`src/rtl/usb_disp_pkg.sv`:
```
`default_nettype none
// ============================================================================
// Module   : usb_disp_pkg
// Purpose  : Shared definitions for the USB receive dispatcher: FSM state
//            encoding, default address map constants and the length type.
// Ports    : none (package)
// Revision : 1.0 - initial release
// ============================================================================
package usb_disp_pkg;

    typedef enum logic [2:0] {
        ST_IDLE  = 3'd0,
        ST_REG   = 3'd1,
        ST_LEN_H = 3'd2,
        ST_LEN_L = 3'd3,
        ST_CCW   = 3'd4,
        ST_DROP  = 3'd5
    } state_t;

    localparam logic [7:0] CCW_BUF_ADDR_DEF = 8'h10;
    localparam logic [7:0] REG_ADDR_MAX_DEF = 8'h3F;
    localparam int         CCW_DEPTH_DEF    = 128;

    typedef logic [15:0] len_t;

endpackage : usb_disp_pkg
`default_nettype wire

```
`src/rtl/usb_disp_stats.sv`:
```
`default_nettype none
// ============================================================================
// Module   : usb_disp_stats
// Purpose  : Saturating frame statistics for the USB receive dispatcher.
// Ports    : clk, rst         - clock, synchronous active-high reset
//            frame_good       - one-cycle pulse per accepted frame
//            frame_bad        - one-cycle pulse per rejected frame
//            frame_cnt[15:0]  - good-frame count, saturates at all-ones
//            err_cnt[7:0]     - error count, saturates at all-ones
// Revision : 1.0 - initial release
// ============================================================================
module usb_disp_stats
    import usb_disp_pkg::*;
(
    input  logic        clk,
    input  logic        rst,
    input  logic        frame_good,
    input  logic        frame_bad,
    output logic [15:0] frame_cnt,
    output logic [7:0]  err_cnt
);

    always_ff @(posedge clk) begin
        if (rst) begin
            frame_cnt <= 16'd0;
            err_cnt   <= 8'd0;
        end else begin
            if (frame_good && (frame_cnt != 16'hFFFF))
                frame_cnt <= frame_cnt + 16'd1;
            if (frame_bad && (err_cnt != 8'hFF))
                err_cnt <= err_cnt + 8'd1;
        end
    end

endmodule : usb_disp_stats
`default_nettype wire

```
`src/rtl/usb_rx_dispatcher.sv`:
```
`default_nettype none
// ============================================================================
// Module   : usb_rx_dispatcher
// Purpose  : Routes CRC-checked USB frames (one byte per cycle) either to a
//            bank of control registers or into the CCW buffer, based on the
//            address in byte 0. All outputs are registered.
// Ports    : clk, rst               - clock, synchronous active-high reset
//            d[7:0], d_asserted     - frame byte and frame-wide valid
//            reg_wr/addr/data       - control-register write port
//            ccw_wr/addr/data       - CCW buffer write port
//            ccw_done, ccw_len      - payload commit pulse and latched length
//            frame_err              - rejected/malformed frame pulse
//            frame_cnt, err_cnt     - only when USB_RX_DISPATCHER_STATS_EN
// Options  : USB_RX_DISPATCHER_STATS_EN adds saturating frame statistics.
// Revision : 1.0 - initial release
// ============================================================================
module usb_rx_dispatcher
    import usb_disp_pkg::*;
#(
    parameter logic [7:0] CCW_BUF_ADDR = CCW_BUF_ADDR_DEF,
    parameter logic [7:0] REG_ADDR_MAX = REG_ADDR_MAX_DEF,
    parameter int         CCW_DEPTH    = CCW_DEPTH_DEF
)(
    input  logic        clk,
    input  logic        rst,
    input  logic [7:0]  d,
    input  logic        d_asserted,
    output logic        reg_wr,
    output logic [7:0]  reg_addr,
    output logic [7:0]  reg_data,
    output logic        ccw_wr,
    output logic [6:0]  ccw_addr,
    output logic [7:0]  ccw_data,
    output logic        ccw_done,
    output logic [15:0] ccw_len,
`ifdef USB_RX_DISPATCHER_STATS_EN
    output logic [15:0] frame_cnt,
    output logic [7:0]  err_cnt,
`endif
    output logic        frame_err
);

    localparam len_t DEPTH_LEN = len_t'(CCW_DEPTH);

    state_t      state, state_nxt;
    logic [7:0]  base, base_nxt;
    logic [7:0]  idx, idx_nxt;
    logic [7:0]  len_hi, len_hi_nxt;
    len_t        len, len_nxt;
    logic [7:0]  cnt, cnt_nxt;
    logic        excess, excess_nxt;
    len_t        len_cand;
    len_t        cnt_wide;

    logic        reg_wr_nxt, ccw_wr_nxt, ccw_done_nxt, frame_err_nxt;
    logic [7:0]  reg_addr_nxt, reg_data_nxt, ccw_data_nxt;
    logic [6:0]  ccw_addr_nxt;
    logic [15:0] ccw_len_nxt;

    assign len_cand = {len_hi, d};
    assign cnt_wide = {8'd0, cnt};

    // A reset released while a frame is still streaming must not decode the
    // tail of that frame, so the FSM parks in DROP until the gap.
    always_ff @(posedge clk) begin
        if (rst)
            state <= d_asserted ? ST_DROP : ST_IDLE;
        else
            state <= state_nxt;
    end

    always_comb begin
        state_nxt     = state;
        base_nxt      = base;
        idx_nxt       = idx;
        len_hi_nxt    = len_hi;
        len_nxt       = len;
        cnt_nxt       = cnt;
        excess_nxt    = excess;
        reg_wr_nxt    = 1'b0;
        reg_addr_nxt  = reg_addr;
        reg_data_nxt  = reg_data;
        ccw_wr_nxt    = 1'b0;
        ccw_addr_nxt  = ccw_addr;
        ccw_data_nxt  = ccw_data;
        ccw_done_nxt  = 1'b0;
        ccw_len_nxt   = ccw_len;
        frame_err_nxt = 1'b0;

        case (state)
            ST_IDLE: begin
                if (d_asserted) begin
                    // The CCW address lies inside the register range, so it
                    // has to be tested first.
                    if (d == CCW_BUF_ADDR) begin
                        state_nxt = ST_LEN_H;
                    end else if (d <= REG_ADDR_MAX) begin
                        state_nxt = ST_REG;
                        base_nxt  = d;
                        idx_nxt   = 8'd0;
                    end else begin
                        state_nxt     = ST_DROP;
                        frame_err_nxt = 1'b1;
                    end
                end
            end
            ST_REG: begin
                if (d_asserted) begin
                    reg_wr_nxt   = 1'b1;
                    reg_addr_nxt = base + idx;
                    reg_data_nxt = d;
                    idx_nxt      = idx + 8'd1;
                end else begin
                    state_nxt = ST_IDLE;
                end
            end
            ST_LEN_H: begin
                if (d_asserted) begin
                    len_hi_nxt = d;
                    state_nxt  = ST_LEN_L;
                end else begin
                    frame_err_nxt = 1'b1;
                    state_nxt     = ST_IDLE;
                end
            end
            ST_LEN_L: begin
                if (d_asserted) begin
                    if ((len_cand == '0) || (len_cand > DEPTH_LEN)) begin
                        frame_err_nxt = 1'b1;
                        state_nxt     = ST_DROP;
                    end else begin
                        len_nxt    = len_cand;
                        cnt_nxt    = 8'd0;
                        excess_nxt = 1'b0;
                        state_nxt  = ST_CCW;
                    end
                end else begin
                    frame_err_nxt = 1'b1;
                    state_nxt     = ST_IDLE;
                end
            end
            ST_CCW: begin
                if (d_asserted) begin
                    if (cnt_wide < len) begin
                        ccw_wr_nxt   = 1'b1;
                        ccw_addr_nxt = cnt[6:0];
                        ccw_data_nxt = d;
                        cnt_nxt      = cnt + 8'd1;
                    end else begin
                        // Bytes beyond the declared length are discarded but
                        // remembered so the frame is rejected at its end.
                        excess_nxt = 1'b1;
                    end
                end else begin
                    if ((cnt_wide == len) && !excess) begin
                        ccw_done_nxt = 1'b1;
                        ccw_len_nxt  = len;
                    end else begin
                        frame_err_nxt = 1'b1;
                    end
                    state_nxt = ST_IDLE;
                end
            end
            ST_DROP: begin
                if (!d_asserted)
                    state_nxt = ST_IDLE;
            end
            default: begin
                state_nxt = ST_IDLE;
            end
        endcase
    end

    always_ff @(posedge clk) begin
        if (rst) begin
            base      <= 8'd0;
            idx       <= 8'd0;
            len_hi    <= 8'd0;
            len       <= '0;
            cnt       <= 8'd0;
            excess    <= 1'b0;
            reg_wr    <= 1'b0;
            reg_addr  <= 8'd0;
            reg_data  <= 8'd0;
            ccw_wr    <= 1'b0;
            ccw_addr  <= 7'd0;
            ccw_data  <= 8'd0;
            ccw_done  <= 1'b0;
            ccw_len   <= 16'd0;
            frame_err <= 1'b0;
        end else begin
            base      <= base_nxt;
            idx       <= idx_nxt;
            len_hi    <= len_hi_nxt;
            len       <= len_nxt;
            cnt       <= cnt_nxt;
            excess    <= excess_nxt;
            reg_wr    <= reg_wr_nxt;
            reg_addr  <= reg_addr_nxt;
            reg_data  <= reg_data_nxt;
            ccw_wr    <= ccw_wr_nxt;
            ccw_addr  <= ccw_addr_nxt;
            ccw_data  <= ccw_data_nxt;
            ccw_done  <= ccw_done_nxt;
            ccw_len   <= ccw_len_nxt;
            frame_err <= frame_err_nxt;
        end
    end

`ifdef USB_RX_DISPATCHER_STATS_EN
    // A register frame is good whenever it ends cleanly; a CCW frame is good
    // exactly when it commits.
    logic frame_good;
    assign frame_good = ((state == ST_REG) && !d_asserted) || ccw_done_nxt;

    usb_disp_stats u_stats (
        .clk        (clk),
        .rst        (rst),
        .frame_good (frame_good),
        .frame_bad  (frame_err_nxt),
        .frame_cnt  (frame_cnt),
        .err_cnt    (err_cnt)
    );
`endif

endmodule : usb_rx_dispatcher
`default_nettype wire

```
`config.mk`:
```
export PLATFORM = sky130hd
export DESIGN_NAME = usb_rx_dispatcher
export DESIGN_NICKNAME = d
export VERILOG_FILES = /design/src/rtl/usb_disp_pkg.sv /design/src/rtl/usb_disp_stats.sv /design/src/rtl/usb_rx_dispatcher.sv
export SDC_FILE = /design/constraint.sdc
export NUM_CORES = 1
export LEC_CHECK = 0
export ABC_AREA = 1
export CORE_AREA = 2 2 96 98
export DETAILED_ROUTE_END_ITERATION = 10
export DIE_AREA = 0 0 98 100
export GPL_TIMING_DRIVEN = 0
export HOLD_SLACK_MARGIN = 0.05
export PLACE_DENSITY = 0.78
export SKIP_LAST_GASP = 1
export SYNTH_ARGS = -nofsm -noshare
export SYNTH_HDL_FRONTEND = slang
export SYNTH_SLANG_ARGS = --single-unit
```
`constraint.sdc`:
```
create_clock -name clk -period 1.9 [get_ports clk]
set_input_delay 0.19 -clock clk [delete_from_list [all_inputs] [get_ports clk]]
set_output_delay 0.19 -clock clk [all_outputs]
set_load 0.01 [all_outputs]
```
==> results of run 1 <==
==> final timing paths <==
check / start / end / cells after the start
worst max register to register: len[7] / ccw_data[6] / 9
worst max-delay path: len[7] / ccw_data[6] / 9
worst min-delay path: d[5] / len_hi[5] / 3
worst min register to register: ccw_len[6] / ccw_len[6] / 2
==> placed cells by master, fill, tap and decap left out, types with 5 or more instances in the layout <==
master	count
a21oi_1	62
o21ai_0	43
clkbuf_1	12
ha_1	15
dfxtp_1	96
clkbuf_8	9
nor2_1	70
clkdlybuf4s50_1	58
a211oi_1	8
inv_1	92
nor2_2	10
xor2_1	5
nand3_1	55
nand2_1	93
buf_2	8
buf_4	7
==> power by group <==
| part | switching, uW | total [uW] | internal, uW |
|---|---|---|---|
| clock network | 779 | 1260 | 480 |
| registers | 119 | 2450 | 2330 |
| logic | 781 | 1310 | 525 |
==> stage by stage <==
step           setup TNS, ps  util, %  cell area, um^2
2_1_floorplan              0        -             4730
3_3_place_gp           -4520     61.5             5470
3_5_place_dp           -6080     61.5             5470
4_1_cts                    0     63.6             5660
5_1_grt                    0     65.0             5780
6_report                   0     65.0             5780
==> worst reg2reg max path, cell delays in order (launching register included) <==
cell,delay [ps]
dfxtp_1,350
inv_1,60
ha_1,320
a21o_1,190
nor2_1,140
nand2_2,110
nand2_4,120
buf_6,150
nand3_1,110
a21oi_2,190
==> sequential cells by signal, indices dropped and copies added, names as in the netlist <==
signal / flops
ccw_len: 16
len: 16
base: 8
ccw_data: 8
cnt: 8
idx: 8
len_hi: 8
reg_addr: 8
reg_data: 8
ccw_addr: 7
state: 3
ccw_done: 1
ccw_wr: 1
excess: 1
frame_err: 1
reg_wr: 1
==> metal layers <==
metal | vias to the layer above | track usage [%] | part of all wire [%]
met5 | - | 0 | 0
li1 | 2187 | - | -
met3 | 23 | 5.43 | 6.2
met2 | 127 | 41.6 | 48
met1 | 2022 | 30.0 | 43
met4 | 0 | 10.0 | 2.4
==> final cells by class <==
class,count,area (um^2)
flip-flops and latches,103,2100
plain buffers,25,131
inverters,96,368
clock buffers,9,124
clock inverters,7,47.5
well taps,111,139
fillers,783,3110
repair buffers,66,651
multi-input cells,409,2220
==> timing repair <==
item	in CTS	in global routing
setup endpoints to repair	16	33
pin swaps	0	3
buffers inserted	0	6
resized for setup	5	21
==> logic make-up after synthesis <==
| kind of cell | share of synthesized area (%) |
|---|---|
| simple gates | 24.7 |
| fa+ha+maj | 4.92 |
| flops | 44.2 |
| buf+inv | 10.3 |
| xor+xnor | 1.67 |
| compound gates | 14.2 |
==> impl_metrics.ini, run 1 <==
[power]
power_uw = 5010
p_leak_uw = 0.00253
irDropWorstVdd_mv = 0.452
power_density_mw_per_mm2 = 867

[synthesis]
netlist_area_mm2 = 0.00473
synth_ff_type = dfxtp_1
synth.most_common_cell = dfxtp_1
synth_warnings = 0
synthCells = 633
synth_nets = 662
synthArstFlopShare_pct = 0
yosys.area.top_type = dfxtp_1
synth_edf_count = 3
synth_top_area_share_pct = 42.3
ys_ff_latch = 103
synthTopCellsByArea = dfxtp_1 (42%), nand2_1 (7.6%), inv_1 (7.3%)
synth_area_per_cell_um2 = 7.47
ys_top_cells_by_count = dfxtp_1 (100), nand2_1 (96), inv_1 (92), nor2_1 (74), a21oi_1 (64)
synthDistinctLibCells = 41
ys_seq_area_share_pct = 44.2

[detailed_routing]
drc = 0
vias = 4359
vias_per_cell = 5.28
wl_um = 11900
drt_iter0_drc = 216
wl_per_cell_um = 14.4
postRouteAntennaNets = 0
detail_route.first_pass.iterations = 5

[setup_path]
crit_family = simple AND/OR/NAND/NOR gates
critical_path_arrival_ps = 2110
worstSetupPathType = reg -> reg
reg2reg_setup_slack_ps = 90
crit_path_top_delay_cell = dfxtp_1
crit_path_end_kind = register
start_kind = register
worstPathRequired_ps = 2200
cp_max_fo = 10
cp_slowest_stage_delay_ps = 350
cp_cell_sequence = inv_1 > ha_1 > a21o_1 > nor2_1 > nand2_2 > nand2_4 > buf_6 > nand3_1 > a21oi_2
crit_buf_inv = 2

[clocking]
cts_sinks = 103
htreeDepth = 3
cts_tree = done
hold_buffers = 0
clock_latency_ps = 370
cts_buffers = 9
cts_root_buf = clkbuf_8
clk_pin_slew_ps = 100
clockBufferDepth = 2

[run]
drv_cap = 0

[global_routing]
antenna_found_initial = 0
overflow = 0
grt_start_max_net_pins = 18
grt_pass1_wl_um = 19300
first_global_vias = 4126
grtUsageTotal_pct = 24.4

[sta]
worst_slack_ps = 89.3
fin_hold_ws_ps = 318
finalHoldViolations = 0
timing.fmax_mhz = 552
worst_slew_pin_slew_ps = 690
maxSlewViolCount = 0
final-setup-viol-count = 0
min_period_ps = 1810
fin_skew_ps = 10.6
rsz0062_at_grt = false
relSlewSlack_pct = 54.0
fin_crit_sh_pct = 95.3

[floorplan]
initial_utilization_pct = 53.2
dieArea_mm2 = 0.00980
fp.coreArea_mm2 = 0.00889
die_w_um = 98
num_rows = 35
fp.dieH_um = 100
io_pins = 62

[status]
status = finished clean

[placement]
port_buffers = 60
gp_congestion = 0.932
dp_hpwl_um = 8680
dpl.cell_count = 804
post-place-ws_ps = -234

[finish]
syn_to_final_growth_pct = 22.3
diodes = 0
nets = 739
drive_above_1_share_pct = 10.6
stdcell_count = 826

[hold_path]
hp-class = in -> reg
Power figures use the tool's default switching activity.
==> run 2, diff against run 1 <==
- CORE_AREA: 2 2 96 98 -> 2 2 93 95
- DIE_AREA: 0 0 98 100 -> 0 0 95 97
- PLACE_DENSITY: 0.78 -> 0.83
- clock period: 1.9 -> 2.2 ns (I/O delays scaled with it)
==> impl_metrics.ini, run 2 (synthesized netlist as in run 1, its figures left out) <==
[status]
status = finished clean

[sta]
fin_hold_ws_ps = 459
timing.fmax_mhz = 509
maxSlewViolCount = 0
min_period_ps = 1960
final-setup-viol-count = 0
fin_tns_setup_ps = 0
rsz0062_at_grt = false
finalHoldViolations = 0
fin_skew_ps = 16.2
worst_slew_pin_slew_ps = 548
worst_slack_ps = 237
fin_crit_sh_pct = 89.2
relSlewSlack_pct = 63.4

[power]
irDropWorstVdd_mv = 0.521
power_density_mw_per_mm2 = 762
p_leak_uw = 0.00248

[setup_path]
worstSetupPathType = reg -> reg
critical_path_arrival_ps = 2210
cp_max_fo = 10
worstPathRequired_ps = 2450
crit_path_end_kind = register
start_kind = register

[floorplan]
dieArea_mm2 = 0.00922
initial_utilization_pct = 58.1
num_rows = 33
die_w_um = 95
fp.dieH_um = 97
io_pins = 62
fp.coreArea_mm2 = 0.00813

[global_routing]
first_global_vias = 4065
antenna_found_initial = 0
grt_start_max_net_pins = 19
overflow = 0
grtUsageTotal_pct = 25.6
grt_pass1_wl_um = 18900

[detailed_routing]
drc = 0
vias_per_cell = 5.39
met1Wirelength_um = 5150
wl_per_cell_um = 14.1
drt_iter0_drc = 208
postRouteAntennaNets = 0
met2_length_um = 5440
top_layer_used = met4
detail_route.first_pass.iterations = 5
vias = 4386
wl_um = 11500
route.met3.wl_um = 686

[clocking]
clk_pin_slew_ps = 100
htreeDepth = 3
cts_root_buf = clkbuf_8
cts_setup_buffers = 0
clock_latency_ps = 380
clockBufferDepth = 2
hold_buffers = 0
cts_tree = done
cts_sinks = 103
cts_buffers = 9
cts_resized = 0

[placement]
post-place-ws_ps = 79.9
place_area_mm2 = 0.00546
port_buffers = 60
dpl.cell_count = 798
gp_congestion = 0.895
dp_hpwl_um = 8490

[finish]
fin_area_mm2 = 0.00567
nFillCells = 665
nets = 733
syn_to_final_growth_pct = 19.9
layout_commonest_cell = dfxtp_1
ff_latch_area_mm2 = 0.00209
largestRegisters = ccw_len x16, len x16
drive_above_1_share_pct = 7.76
layout_common_cells = dfxtp_1 (100), nand2_1 (96), inv_1 (92), nor2_1 (74), a21oi_1 (64)
multi_input_area_mm2 = 0.00215
diodes = 0
stdcell_count = 814

[run]
drv_cap = 0

[hold_path]
hp-class = reg -> reg
-- run 2: metal layers --
layer,track usage (%),vias up
met5,0,-
met4,8.70,0
met3,4.75,18
met2,41.1,167
met1,34.6,2020
li1,-,2181
-- run 2: worst paths after layout --
path	start	to	slack, ps	cells after the start
max	cnt[5]	ccw_data[7]	240	10
min	base[4]	base[4]	460	2
max reg2reg	cnt[5]	ccw_data[7]	240	10
min reg2reg	base[4]	base[4]	460	2
-- run 2: cell type report --
class | instances | share of cell area [%]
multi-input combinational | 409 | 37.9
sequential | 103 | 36.9
timing repair buffer | 60 | 10.6
inverter | 96 | 6.49
clock buffer | 11 | 2.87
tap | 105 | 2.32
buffer | 25 | 2.14
clock inverter | 5 | 0.795
-- run 2: power breakdown --
group          switching (uW)  leakage, uW  internal (uW)  total (uW)
combinational             614      0.00153            374         988
sequential                107     0.000842           2010        2120
clock                     684     0.000103            527        1210
total                    1410      0.00248           2910        4320
-- run 2: per-stage QoR --
stage	util, %	total power (uW)
after detailed placement	67.1	3130
after floorplan	-	2770
after global routing	69.7	4520
after global placement	67.1	3100
final	69.7	4320
after CTS	69.7	4310
-- run 2: critical path: stages (launching register included) --
cell and delay [ps]:
dfxtp_1 490, ha_1 310, a21oi_1 160, nor2_1 50
nor2_1 80, nand2_1 70, nand2_1 190, nand2_2 160
buf_4 200, nand2_1 70, a21oi_1 50
==> run 3, diff against run 2 <==
==> constraint.sdc (replaced) <==
create_clock -name clk -period 2.2 [get_ports clk]
set_input_delay 0.22 -clock clk [delete_from_list [all_inputs] [get_ports clk]]
set_output_delay 0.22 -clock clk [all_outputs]
set_load 0.05 [all_outputs]
==> results of run 3 <==
Same layout as run 2 (identical final DEF). Status: finished clean.
Main changes from that run: total power 4320 uW -> 4530 uW; worst IR drop on VDD 0.521 mV -> 0.554 mV
